**src/rtl/ram_rw_clr.sv**
```systemverilog
// Single-clock RAM with independent write/read ports, registered read with
// valid/error strobes, write-first bypass and a clear sweep after reset or on request.
module ram_rw_clr #(
  parameter int               WIDTH     = 4,
  parameter int               DEPTH     = 4,
  parameter logic [WIDTH-1:0] CLR_VALUE = '0,
  localparam int              AW        = $clog2(DEPTH)
) (
  input  logic             clk,
  input  logic             reset,
  input  logic             wr_en,
  input  logic [AW-1:0]    wr_addr,
  input  logic [WIDTH-1:0] wr_data,
  input  logic             rd_en,
  input  logic [AW-1:0]    rd_addr,
  output logic [WIDTH-1:0] rd_data,
  output logic             rd_valid,
  output logic             rd_err,
  input  logic             clr_req,
  output logic             busy
);

  // One extra bit so the range compare works when DEPTH is a power of two.
  localparam logic [AW:0]   DEPTH_X = (AW + 1)'(DEPTH);
  localparam logic [AW-1:0] LAST    = AW'(DEPTH - 1);

  typedef enum logic {CLEAR, IDLE} state_t;

  state_t           state, state_next;
  logic [AW-1:0]    clr_ptr, clr_ptr_next;
  logic             mem_we;
  logic [AW-1:0]    mem_addr;
  logic [WIDTH-1:0] mem_wdata;
  logic             rd_take;
  logic             wr_in_range, rd_in_range;

  logic [WIDTH-1:0] mem [DEPTH];

  assign wr_in_range = {1'b0, wr_addr} < DEPTH_X;
  assign rd_in_range = {1'b0, rd_addr} < DEPTH_X;
  assign busy        = (state == CLEAR);

  // NOTE: state registers use non-blocking assignments so every flop samples
  // pre-edge values regardless of block ordering.
  always_ff @(posedge clk or posedge reset) begin
    if (reset) begin
      state   <= CLEAR;
      clr_ptr <= '0;
    end else begin
      state   <= state_next;
      clr_ptr <= clr_ptr_next;
    end
  end

  // NOTE: every output of this block gets a default first, so no path leaves
  // a signal unassigned and no latch is inferred.
  always_comb begin
    state_next   = state;
    clr_ptr_next = clr_ptr;
    mem_we       = 1'b0;
    mem_addr     = wr_addr;
    mem_wdata    = wr_data;
    rd_take      = 1'b0;
    unique case (state)
      CLEAR: begin
        mem_we    = 1'b1;
        mem_addr  = clr_ptr;
        mem_wdata = CLR_VALUE;
        if (clr_ptr == LAST) begin
          state_next   = IDLE;
          clr_ptr_next = '0;
        end else begin
          clr_ptr_next = clr_ptr + AW'(1);
        end
      end
      IDLE: begin
        if (clr_req) begin
          state_next = CLEAR;
        end else begin
          mem_we  = wr_en && wr_in_range;
          rd_take = rd_en;
        end
      end
      default: state_next = CLEAR;
    endcase
  end

  // NOTE: the array has no reset; the clear sweep initialises it, which keeps
  // it mappable onto RAM macros.
  always_ff @(posedge clk) begin
    if (mem_we) mem[mem_addr] <= mem_wdata;
  end

  always_ff @(posedge clk or posedge reset) begin
    if (reset) begin
      rd_data  <= '0;
      rd_valid <= 1'b0;
      rd_err   <= 1'b0;
    end else begin
      rd_valid <= rd_take;
      rd_err   <= rd_take && !rd_in_range;
      if (rd_take) begin
        if (!rd_in_range)                     rd_data <= '0;
        else if (wr_en && wr_addr == rd_addr) rd_data <= wr_data;
        else                                  rd_data <= mem[rd_addr];
      end
    end
  end

endmodule

```
**config.mk**
```make
export PLATFORM = sky130hd
export DESIGN_NAME = ram_rw_clr
export DESIGN_NICKNAME = d
export VERILOG_FILES = /design/src/rtl/ram_rw_clr.sv
export SDC_FILE = /design/constraint.sdc
export NUM_CORES = 1
export LEC_CHECK = 0
export CORE_UTILIZATION = 45
export DETAILED_ROUTE_END_ITERATION = 6
export HOLD_SLACK_MARGIN = 0.02
export PLACE_DENSITY = 0.75
export SYNTH_ARGS = -nofsm -noshare
export SYNTH_HDL_FRONTEND = slang
export SYNTH_SLANG_ARGS = --single-unit
```
**constraint.sdc**
```tcl
create_clock -name clk -period 3 [get_ports clk]
set_input_delay 0.6 -clock clk [delete_from_list [all_inputs] [get_ports clk]]
set_output_delay 0.6 -clock clk [all_outputs]
set_load 0.05 [all_outputs]
```
=== After elaboration in Yosys (flattened, before gate mapping) ===
Memories as Yosys holds them, arrays and structs flattened. A register that Yosys moved wholly into a read port is not among the register bits.
Cells that the tools add are included.

* RAM bits: 16
* Word-level logic and storage cells: 19
* Bits of input ports: 13
* Output and inout port bits: 7
* Bits in registers: 4
* Memories kept: 1

* Bitwise operators: 1
* Add/sub/neg operators: 1
* Multiplexer cells: 12
* Eq/ne operators: 1

{| class="wikitable"
|+ Memories
! name !! words !! bits a word !! read ports !! clocked after Yosys merged registers in !! wr ports !! line !! source
|-
| mem || 4 || 4 || 1 || 1 || 1 || 37 || <nowiki>logic [WIDTH-1:0] mem [DEPTH];</nowiki>
|}

{| class="wikitable"
|+ Operators by type and width
! cell !! number
|-
| 1-bit two-way mux || 7
|-
| 2-bit two-way mux || 2
|-
| 4-bit two-way mux || 1
|-
| 1-bit one-hot mux with 2 select lines || 2
|-
| 2-bit by 1-bit adder with 2-bit output, second input constant || 1
|-
| 2-bit == test, second input constant || 1
|-
| 1-bit NOT || 1
|}

=== Logic depth before layout (Yosys ltp) ===
Gate-level depths: netlist of run 1.

* Depth in word-level cells: 4
* Gate-level depth with buffers: 5
* Depth with buffers taken out: 4

=== Worst setup path before layout of run 1 ===
No wires, ideal clock.

* Kind: input -> register
* From: input port rd_addr[0]
* To: register rd_data[0], read port of mem
* Stages: 4
* Data arrival time: 1443 ps
* Setup time: 147 ps
* Data required time: 2853 ps
* Path buffers: 1
* Setup slack: 1410 ps
* Path through: buf_2 -> mux4_2 -> o21ai_0 -> a31oi_1

{| class="wikitable"
|+ RTL lines
! item !! line !! source
|-
| start: declaration || 15 || <nowiki>input logic [AW-1:0] rd_addr,</nowiki>
|-
| end: declaration || 16 || <nowiki>output logic [WIDTH-1:0] rd_data,</nowiki>
|}

=== Worst setup path after layout of run 1 ===
* From: register state
* To: output port busy

* Word-level cells in the longest chain between the ends: 1

{| class="wikitable"
|+ RTL lines
! item !! line !! source
|-
| start: declaration || 29 || <nowiki>state_t state, state_next;</nowiki>
|-
| start signal: assignment || 50 || <nowiki>state <= state_next;</nowiki>
|-
| 1-bit NOT || n/a ||
|-
| end: declaration || 20 || <nowiki>output logic busy</nowiki>
|}

No other way between the ends.

==> flow_metrics.tcl, run 1 <==
set metrics [dict create \
    initial_core_util_pct 48.9 \
    die_y_um 51.5 \
    finalPower_mw 1.26 \
    regArea_um2 681 \
    nNetsFinal 115 \
    synth_top_area_share_pct 43.6 \
    clockBufferDepth 2 \
    cts_buffers 3 \
    critPathSlowestCell "clkdlybuf4s50_1" \
    async_reset_ff_share_pct 33.3 \
    finalSetupTns_ns 0 \
    muxShareOfSynthArea_pct 12.0 \
    syn_inst 82 \
    wl_met3_um 67 \
    die_area_mm2 0.00265 \
    slew_violations 0 \
    fillers 200 \
    ys.flop_type "edfxtp_1" \
    yosysMostFrequentCell "edfxtp_1" \
    yosysTopAreaCell "edfxtp_1" \
    crit_buf_inv 2 \
    grt_start_max_net_pins 16 \
    vias 676 \
    cts.sinks 24 \
    worstPathCellList "inv_2 -> clkdlybuf4s50_1" \
    firstDrtPassIters 4 \
    fin_worst_skew_ns 0.00364 \
    hold_buffers 0 \
    root_buffer "clkbuf_4" \
    ant_nets 0 \
    ir_drop_uv 606 \
    final_cell_area_mm2 0.00132 \
    status "complete, no violations" \
    pin_count 20 \
    rows 17 \
    area_delta_synth_final_pct 19.6 \
    crit_path_end_kind "output port" \
    post_dp_cell_area_mm2 0.00129 \
    crit_required_ns 2.40 \
    clk_latency_ns 0.30 \
    gp_congestion 0.736 \
    hold_violations 0 \
    synth_edf_count 16 \
    synthSimpleGateAreaFrac_pct 11.4 \
    cts_tree "done" \
    setup_violations 0 \
    wirelength_um 1840 \
    p_leak_nw 0.477 \
    wire_per_inst_um 14.4 \
    cts-resized-gates 0 \
    rsz0062_at_grt "no" \
    wl_met1_um 883 \
    final.period_utilization_pct 83.0 \
    grt_pass1_vias 620 \
    antenna_cells 0 \
    drive_above_1_share_pct 11.0 \
    synth_compound_area_share_pct 7.26 \
    wl_met2_um 871 \
    synth_top_family_by_area "multiplexers" \
    postCtsSetupRepairBufs 0 \
    ys_seq_elements 24 \
    netlist_top_cells_area "edfxtp_1 (44%), dfrtp_1 (18%), mux4_2 (8.2%)" \
    die_w_um 51.5 \
    tightest_slew_ns 0.502 \
    clkTransAtPathRegs_ns 0.12 \
    relSlewSlack_pct 66.6 \
    grt_usage_pct 15.2 \
    grt_pass1_wl_um 2850 \
    start_kind "register" \
    fmax_mhz 402 \
    fin_crit_ns 2.49 \
    routed.top_layer "met4" \
    synthAdderAreaFrac_pct 1.14 \
    path_delay_family "buffers and inverters" \
    min_path_type "in2async" \
    crit_type "reg2out" \
    slowest_delay_ns 0.82 \
    cts_max_level 1 \
    antenna_found_initial 0 \
    final_core_util_pct 58.5 \
    multi_input_area_um2 389 \
    drcViolationCount 0 \
    yosys_warnings 0 \
    coreArea_mm2 0.00225 \
    ys_types 26 \
    arrival_ns 1.89 \
    via_per_inst 5.28 \
    pwr_density_cell_mw_per_mm2 954 \
    port_buffers 18 \
    synth_seq_area_share_pct 61.7 \
    synth_commonest_cells "edfxtp_1 (16), nor2_1 (11), dfrtp_1 (8), o21ai_0 (5)" \
    cap_viol_max_count 0 \
    synth_xor_area_share_pct 3.18 \
    avgSynthCellArea_um2 13.4 \
    syn-num-nets 96 \
    critPathMaxFanout 15 \
    drt_iter0_drc 15 \
    syn-cell-area_mm2 0.00110 \
    grt-ovfl-total 0 \
]
report_power, final:
group | leakage [nW] | switching, mW | internal, mW | total [mW]
combinational | 0.213 | 0.315 | 0.209 | 0.524
sequential | 0.249 | 0.0823 | 0.514 | 0.597
clock | 0.0150 | 0.0864 | 0.0518 | 0.138
total | 0.477 | 0.483 | 0.775 | 1.26
routing by layer:
metal	up-vias	track usage, %
li1	334	-
met1	321	22.1
met2	19	23.2
met3	2	1.75
met4	0	6.76
met5	-	0
area by class of cell:
cell class,instances,area share [%]
clock buffers,4,1.99
inverters,2,0.569
multi-input cells,52,29.5
flip-flops and latches,24,51.6
well taps,28,2.66
repair buffers,18,13.7
path summary, 6_finish.rpt:
check / start / cells past startpoint / slack [ns] / end
worst max-delay path: state / 2 / 0.51 / busy
worst max register to register: state / 2 / 1.27 / mem[1][1]
min in group clk: rd_data[3] / 2 / 0.57 / rd_data[3]
worst min register to register: rd_data[3] / 2 / 0.57 / rd_data[3]
worst min-delay path: reset / 2 / 0.53 / rd_data[1]
max in group asynchronous: reset / 2 / 2.25 / rd_valid
cells by family (layout without fill, tap and decap cells):
group                    count (synthesis)  after routing
AO/OA/AOI/OAI                           13             13
buffers and inverters                    6             24
multiplexers                             8              8
AND/OR/NAND/NOR                         25             25
XOR/XNOR                                 4              4
flip-flops                              24             24
adder cells (fa/ha/maj)                  1              1
other                                    1              1
through the flow:
stage / hold WS (ns) / setup slack (ns) / cells
6_report: 0.532 / 0.510 / 128
4_1_cts: 0.542 / 0.483 / 128
5_1_grt: 0.551 / 0.413 / 128
2_1_floorplan: 0.416 / 1.41 / 82
3_3_place_gp: 0.539 / 0.808 / 124
3_5_place_dp: 0.549 / 0.806 / 124
state kept, by name (all words and copies together) (netlist names):
register and count:
clr_ptr 2, mem 16, rd_data 4, rd_valid 1
state 1
cells in the final DEF, fill, tap and decap left out, types with 2 or more instances in the layout:
master / n
clkdlybuf4s50_1: 18
edfxtp_1: 16
nor2_1: 11
dfrtp_1: 8
o21ai_0: 5
mux4_2: 4
and2_1: 4
nand3_1: 4
a31oi_1: 4
clkbuf_4: 3
mux2i_1: 2
xnor2_1: 2
xor2_1: 2
a2bb2oi_1: 2
mux2_2: 2
nand2_1: 2
(Power assumes the default switching activity.)
==> run 2, diff against run 1 <==
==> constraint.sdc (replaced) <==
create_clock -name clk -period 2.4 [get_ports clk]
set_input_delay 0.48 -clock clk [delete_from_list [all_inputs] [get_ports clk]]
set_output_delay 0.48 -clock clk [all_outputs]
set_load 0.05 [all_outputs]
==> flow_metrics.tcl, run 2 (synthesis results as in run 1) <==
set metrics [dict create \
    firstDrtPassIters 4 \
    drt_iter0_drc 13 \
    antenna_found_initial 0 \
    clk_latency_ns 0.31 \
    reg_top3 "mem (16), rd_data (4), clr_ptr (2)" \
    cts_max_level 1 \
    critPathMaxFanout 6 \
    setup_violations 0 \
    wirelength_um 1880 \
    clkTransAtPathRegs_ns 0.13 \
    grt-ovfl-total 0 \
    pin_count 20 \
    via_per_inst 5.35 \
    final_common_cell "clkdlybuf4s50_1" \
    fin_worst_skew_ns 0.00460 \
    grt_pass1_vias 621 \
    post_dp_cell_area_mm2 0.00130 \
    r2r_cells 3 \
    hold_buffers 0 \
    fin_crit_ns 2.12 \
    clockBufferDepth 2 \
    grt_pass1_wl_um 2960 \
    ant_nets 0 \
    slew_violations 0 \
    area_delta_synth_final_pct 20.3 \
    wl_met2_um 900 \
    crit_required_ns 1.92 \
    port_buffers 18 \
    coreArea_mm2 0.00225 \
    crit_path_end_kind "output port" \
    die_area_mm2 0.00265 \
    hpwl_um 1410 \
    die_w_um 51.5 \
    p_leak_nw 0.482 \
    drive_above_1_share_pct 11.9 \
    cts.sinks 24 \
    final_cell_area_mm2 0.00133 \
    cts_buffers 3 \
    min_path_type "in2async" \
    drcViolationCount 0 \
    routed.top_layer "met4" \
    postCtsSetupRepairBufs 0 \
    final_core_util_pct 58.8 \
    grt_start_max_net_pins 15 \
    cts_tree "done" \
    wire_per_inst_um 14.5 \
    cts-resized-gates 0 \
    vias 690 \
    fmax_mhz 472 \
    die_y_um 51.5 \
    initial_core_util_pct 48.9 \
    cap_viol_max_count 0 \
    grt_usage_pct 16.3 \
    nNetsFinal 116 \
    gp_congestion 0.740 \
    rsz0062_at_grt "no" \
    final.period_utilization_pct 88.3 \
    largest_reg_flops 16 \
    ir_drop_uv 733 \
    whs_ns 0.392 \
    start_kind "register" \
    crit_type "reg2out" \
    pwr_density_cell_mw_per_mm2 1200 \
    top_register "mem" \
    wl_met3_um 80 \
    finalSetupTns_ns 0 \
    antenna_cells 0 \
    status "complete, no violations" \
    wl_met1_um 863 \
    arrival_ns 1.64 \
    rows 17 \
    hold_violations 0 \
    root_buffer "clkbuf_4" \
    finalPower_mw 1.59 \
    final_cell_mix "clkdlybuf4s50_1 (18), edfxtp_1 (16), nor2_1 (11), dfrtp_1 (8), o21ai_0 (5)" \
]
-- run 2: changes by cell type in the layout (fill, tap and decap cells not counted), sizes merged --
| cell | delta |
|---|---|
| buf | +1 |
| clkbuf | -1 |
| clkinv | +1 |
-- run 2: path summary, 6_finish.rpt --
kind | from | endpoint | slack [ns]
setup / recovery | state | busy | 0.28
setup reg to reg | state | mem[1][0] | 0.78
hold reg to reg | rd_data[3] | rd_data[3] | 0.57
min in group clk | rd_data[3] | rd_data[3] | 0.57
max in group asynchronous | reset | rd_data[2] | 1.78
hold / removal | reset | clr_ptr[0] | 0.39
-- run 2: area by class of cell --
class	instances	area, um2
clock buffers	3	22.5
clock inverters	1	3.75
fillers	195	928
inverters	2	7.51
multi-input cells	52	389
flip-flops and latches	24	681
well taps	28	35.0
repair buffers	19	188
-- run 2: where the power goes --
part           total, mW  internal (mW)  switching (mW)  leakage (nW)
combinational      0.696          0.270           0.426         0.218
clock              0.178         0.0608           0.117        0.0154
sequential         0.717          0.643          0.0744         0.249
total               1.59          0.974           0.618         0.482
-- run 2: critical path: stages (launching register included) --
cell and delay [ns]:
dfrtp_1 0.41, inv_2 0.11, clkdlybuf4s50_1 0.81
-- run 2: metal layers --
metal | global-route usage [%] | vias up
li1 | - | 335
met1 | 23.2 | 329
met2 | 24.5 | 22
met3 | 1.75 | 4
met4 | 9.46 | 0
met5 | 0 | -
-- run 2: metrics by stage --
stage          worst slack [ns]  std cells
2_1_floorplan             0.882         82
3_3_place_gp              0.324        125
3_5_place_dp              0.311        125
4_1_cts                   0.266        129
5_1_grt                   0.222        129
6_report                  0.281        129
==> run 3, diff against run 2 <==
--- a/config.mk
+++ b/config.mk
@@ -5,6 +5,7 @@
 export SDC_FILE = /design/constraint.sdc
 export NUM_CORES = 1
 export LEC_CHECK = 0
+export CAP_MARGIN = 20
 export CORE_UTILIZATION = 45
 export DETAILED_ROUTE_END_ITERATION = 6
 export HOLD_SLACK_MARGIN = 0.02
==> constraint.sdc (replaced) <==
create_clock -name clk -period 2.1 [get_ports clk]
set_input_delay 0.42 -clock clk [delete_from_list [all_inputs] [get_ports clk]]
set_output_delay 0.42 -clock clk [all_outputs]
set_load 0.05 [all_outputs]
==> flow_metrics.tcl, run 3 (synthesis results as in run 1) <==
set metrics [dict create \
    status "complete, no violations" \
    cap_viol_max_count 0 \
    final.period_utilization_pct 90.0 \
    wirelength_um 1870 \
    clockBufferDepth 2 \
    start_kind "register" \
    worstPathCellList "clkdlybuf4s50_1" \
    nNetsFinal 117 \
    arrival_ns 1.47 \
    crit_required_ns 1.68 \
    ir_drop_uv 1010 \
    rsz0062_at_grt "no" \
    cts.sinks 24 \
    cts-resized-gates 0 \
    setup_violations 0 \
    final_common_cell "clkdlybuf4s50_1" \
    top_register "mem" \
    fmax_mhz 529 \
    clk_latency_ns 0.30 \
    root_buffer "clkbuf_4" \
    critPathMaxFanout 2 \
    finalPower_mw 1.80 \
    die_area_mm2 0.00265 \
    firstDrtPassIters 4 \
    via_per_inst 5.21 \
    pin_count 20 \
    area_delta_synth_final_pct 20.8 \
    vias 677 \
    grt_usage_pct 16.4 \
    pwr_density_cell_mw_per_mm2 1350 \
    regArea_um2 681 \
    grt_start_max_net_pins 16 \
    cts_buffers 3 \
    initial_core_util_pct 48.9 \
    antenna_found_initial 0 \
    antenna_cells 0 \
    reg_top3 "mem (16), rd_data (4), clr_ptr (2)" \
    drcViolationCount 0 \
    fillers 189 \
    die_y_um 51.5 \
    wire_per_inst_um 14.3 \
    crit_path_end_kind "output port" \
    slowest_delay_ns 0.80 \
    largest_reg_flops 16 \
    path_delay_family "buffers and inverters" \
    drt_iter0_drc 5 \
    fin_worst_skew_ns 0.00285 \
    crit_type "reg2out" \
    clkTransAtPathRegs_ns 0.12 \
    hpwl_um 1450 \
    crit_buf_inv 1 \
    coreArea_mm2 0.00225 \
    p_leak_nw 0.487 \
    cts_tree "done" \
    gp_congestion 0.761 \
    tightest_slew_ns 0.507 \
    fin_crit_ns 1.89 \
    slew_violations 0 \
    ant_nets 0 \
    grt_pass1_vias 663 \
    die_w_um 51.5 \
    critPathSlowestCell "clkdlybuf4s50_1" \
    finalSetupTns_ns 0 \
    hold_violations 0 \
    port_buffers 18 \
    cts_max_level 1 \
    final_cell_mix "clkdlybuf4s50_1 (17), edfxtp_1 (16), nor2_1 (11), dfrtp_1 (8), o21ai_0 (5)" \
    min_path_type "in2async" \
    multi_input_area_um2 389 \
    grt_pass1_wl_um 3030 \
    relSlewSlack_pct 66.2 \
    grt-ovfl-total 0 \
    rows 17 \
    drive_above_1_share_pct 13.7 \
    hold_buffers 0 \
    postCtsSetupRepairBufs 0 \
]
## run 3: cell types whose count changed in the layout (fill, tap and decap cells not counted)
cell | before | now
clkdlybuf4s50_1 | 18 | 17
clkbuf_1 | 0 | 1
clkinv_1 | 1 | 0
buf_4 | 1 | 3
## run 3: path summary, 6_finish.rpt
kind / start / slack, ns / to / cells after the start
setup / recovery: rd_data[1] / 0.21 / rd_data[1] / 1
hold / removal: reset / 0.35 / rd_data[1] / 2
setup reg to reg: state / 0.36 / mem[1][3] / 2
hold reg to reg: rd_data[2] / 0.56 / rd_data[2] / 2
max in group asynchronous: reset / 1.54 / rd_valid / 2
min in group clk: rd_data[2] / 0.56 / rd_data[2] / 2
## run 3: metal layers
metal	vias to the layer above	GRT usage, %	part of all wire (%)	wire length [um]
li1	339	-	-	-
met1	315	21.4	48	896
met2	21	25.8	47	884
met3	2	3.51	3.6	67
met4	0	8.11	0.86	16
met5	-	0	0	0
## run 3: report_power, final
| part | switching (mW) | leakage (nW) | internal (mW) |
|---|---|---|---|
| Sequential | 0.111 | 0.249 | 0.734 |
| Clock | 0.129 | 0.0150 | 0.0740 |
| Combinational | 0.456 | 0.223 | 0.298 |
## run 3: final cells by class
cell class                      instances  share of cell area, %
Tap cell                               28                   2.63
Multi-Input combinational cell         52                   29.2
Inverter                                2                  0.564
Timing Repair Buffer                   20                   14.5
Clock buffer                            4                   1.97
Sequential cell                        24                   51.1
## run 3: stage by stage
| step | area (um2) | hold slack (ns) | utilization (%) | cells | setup slack (ns) |
|---|---|---|---|---|---|
| after floorplan | 1100 | 0.236 | - | 82 | 0.582 |
| after global placement | 1310 | 0.537 | 57.9 | 126 | 0.153 |
| final | 1330 | 0.345 | 59.0 | 130 | 0.210 |
| after CTS | 1330 | 0.361 | 59.0 | 130 | 0.200 |
| after global routing | 1330 | 0.348 | 59.0 | 130 | 0.140 |
| after detailed placement | 1310 | 0.543 | 57.9 | 126 | 0.131 |
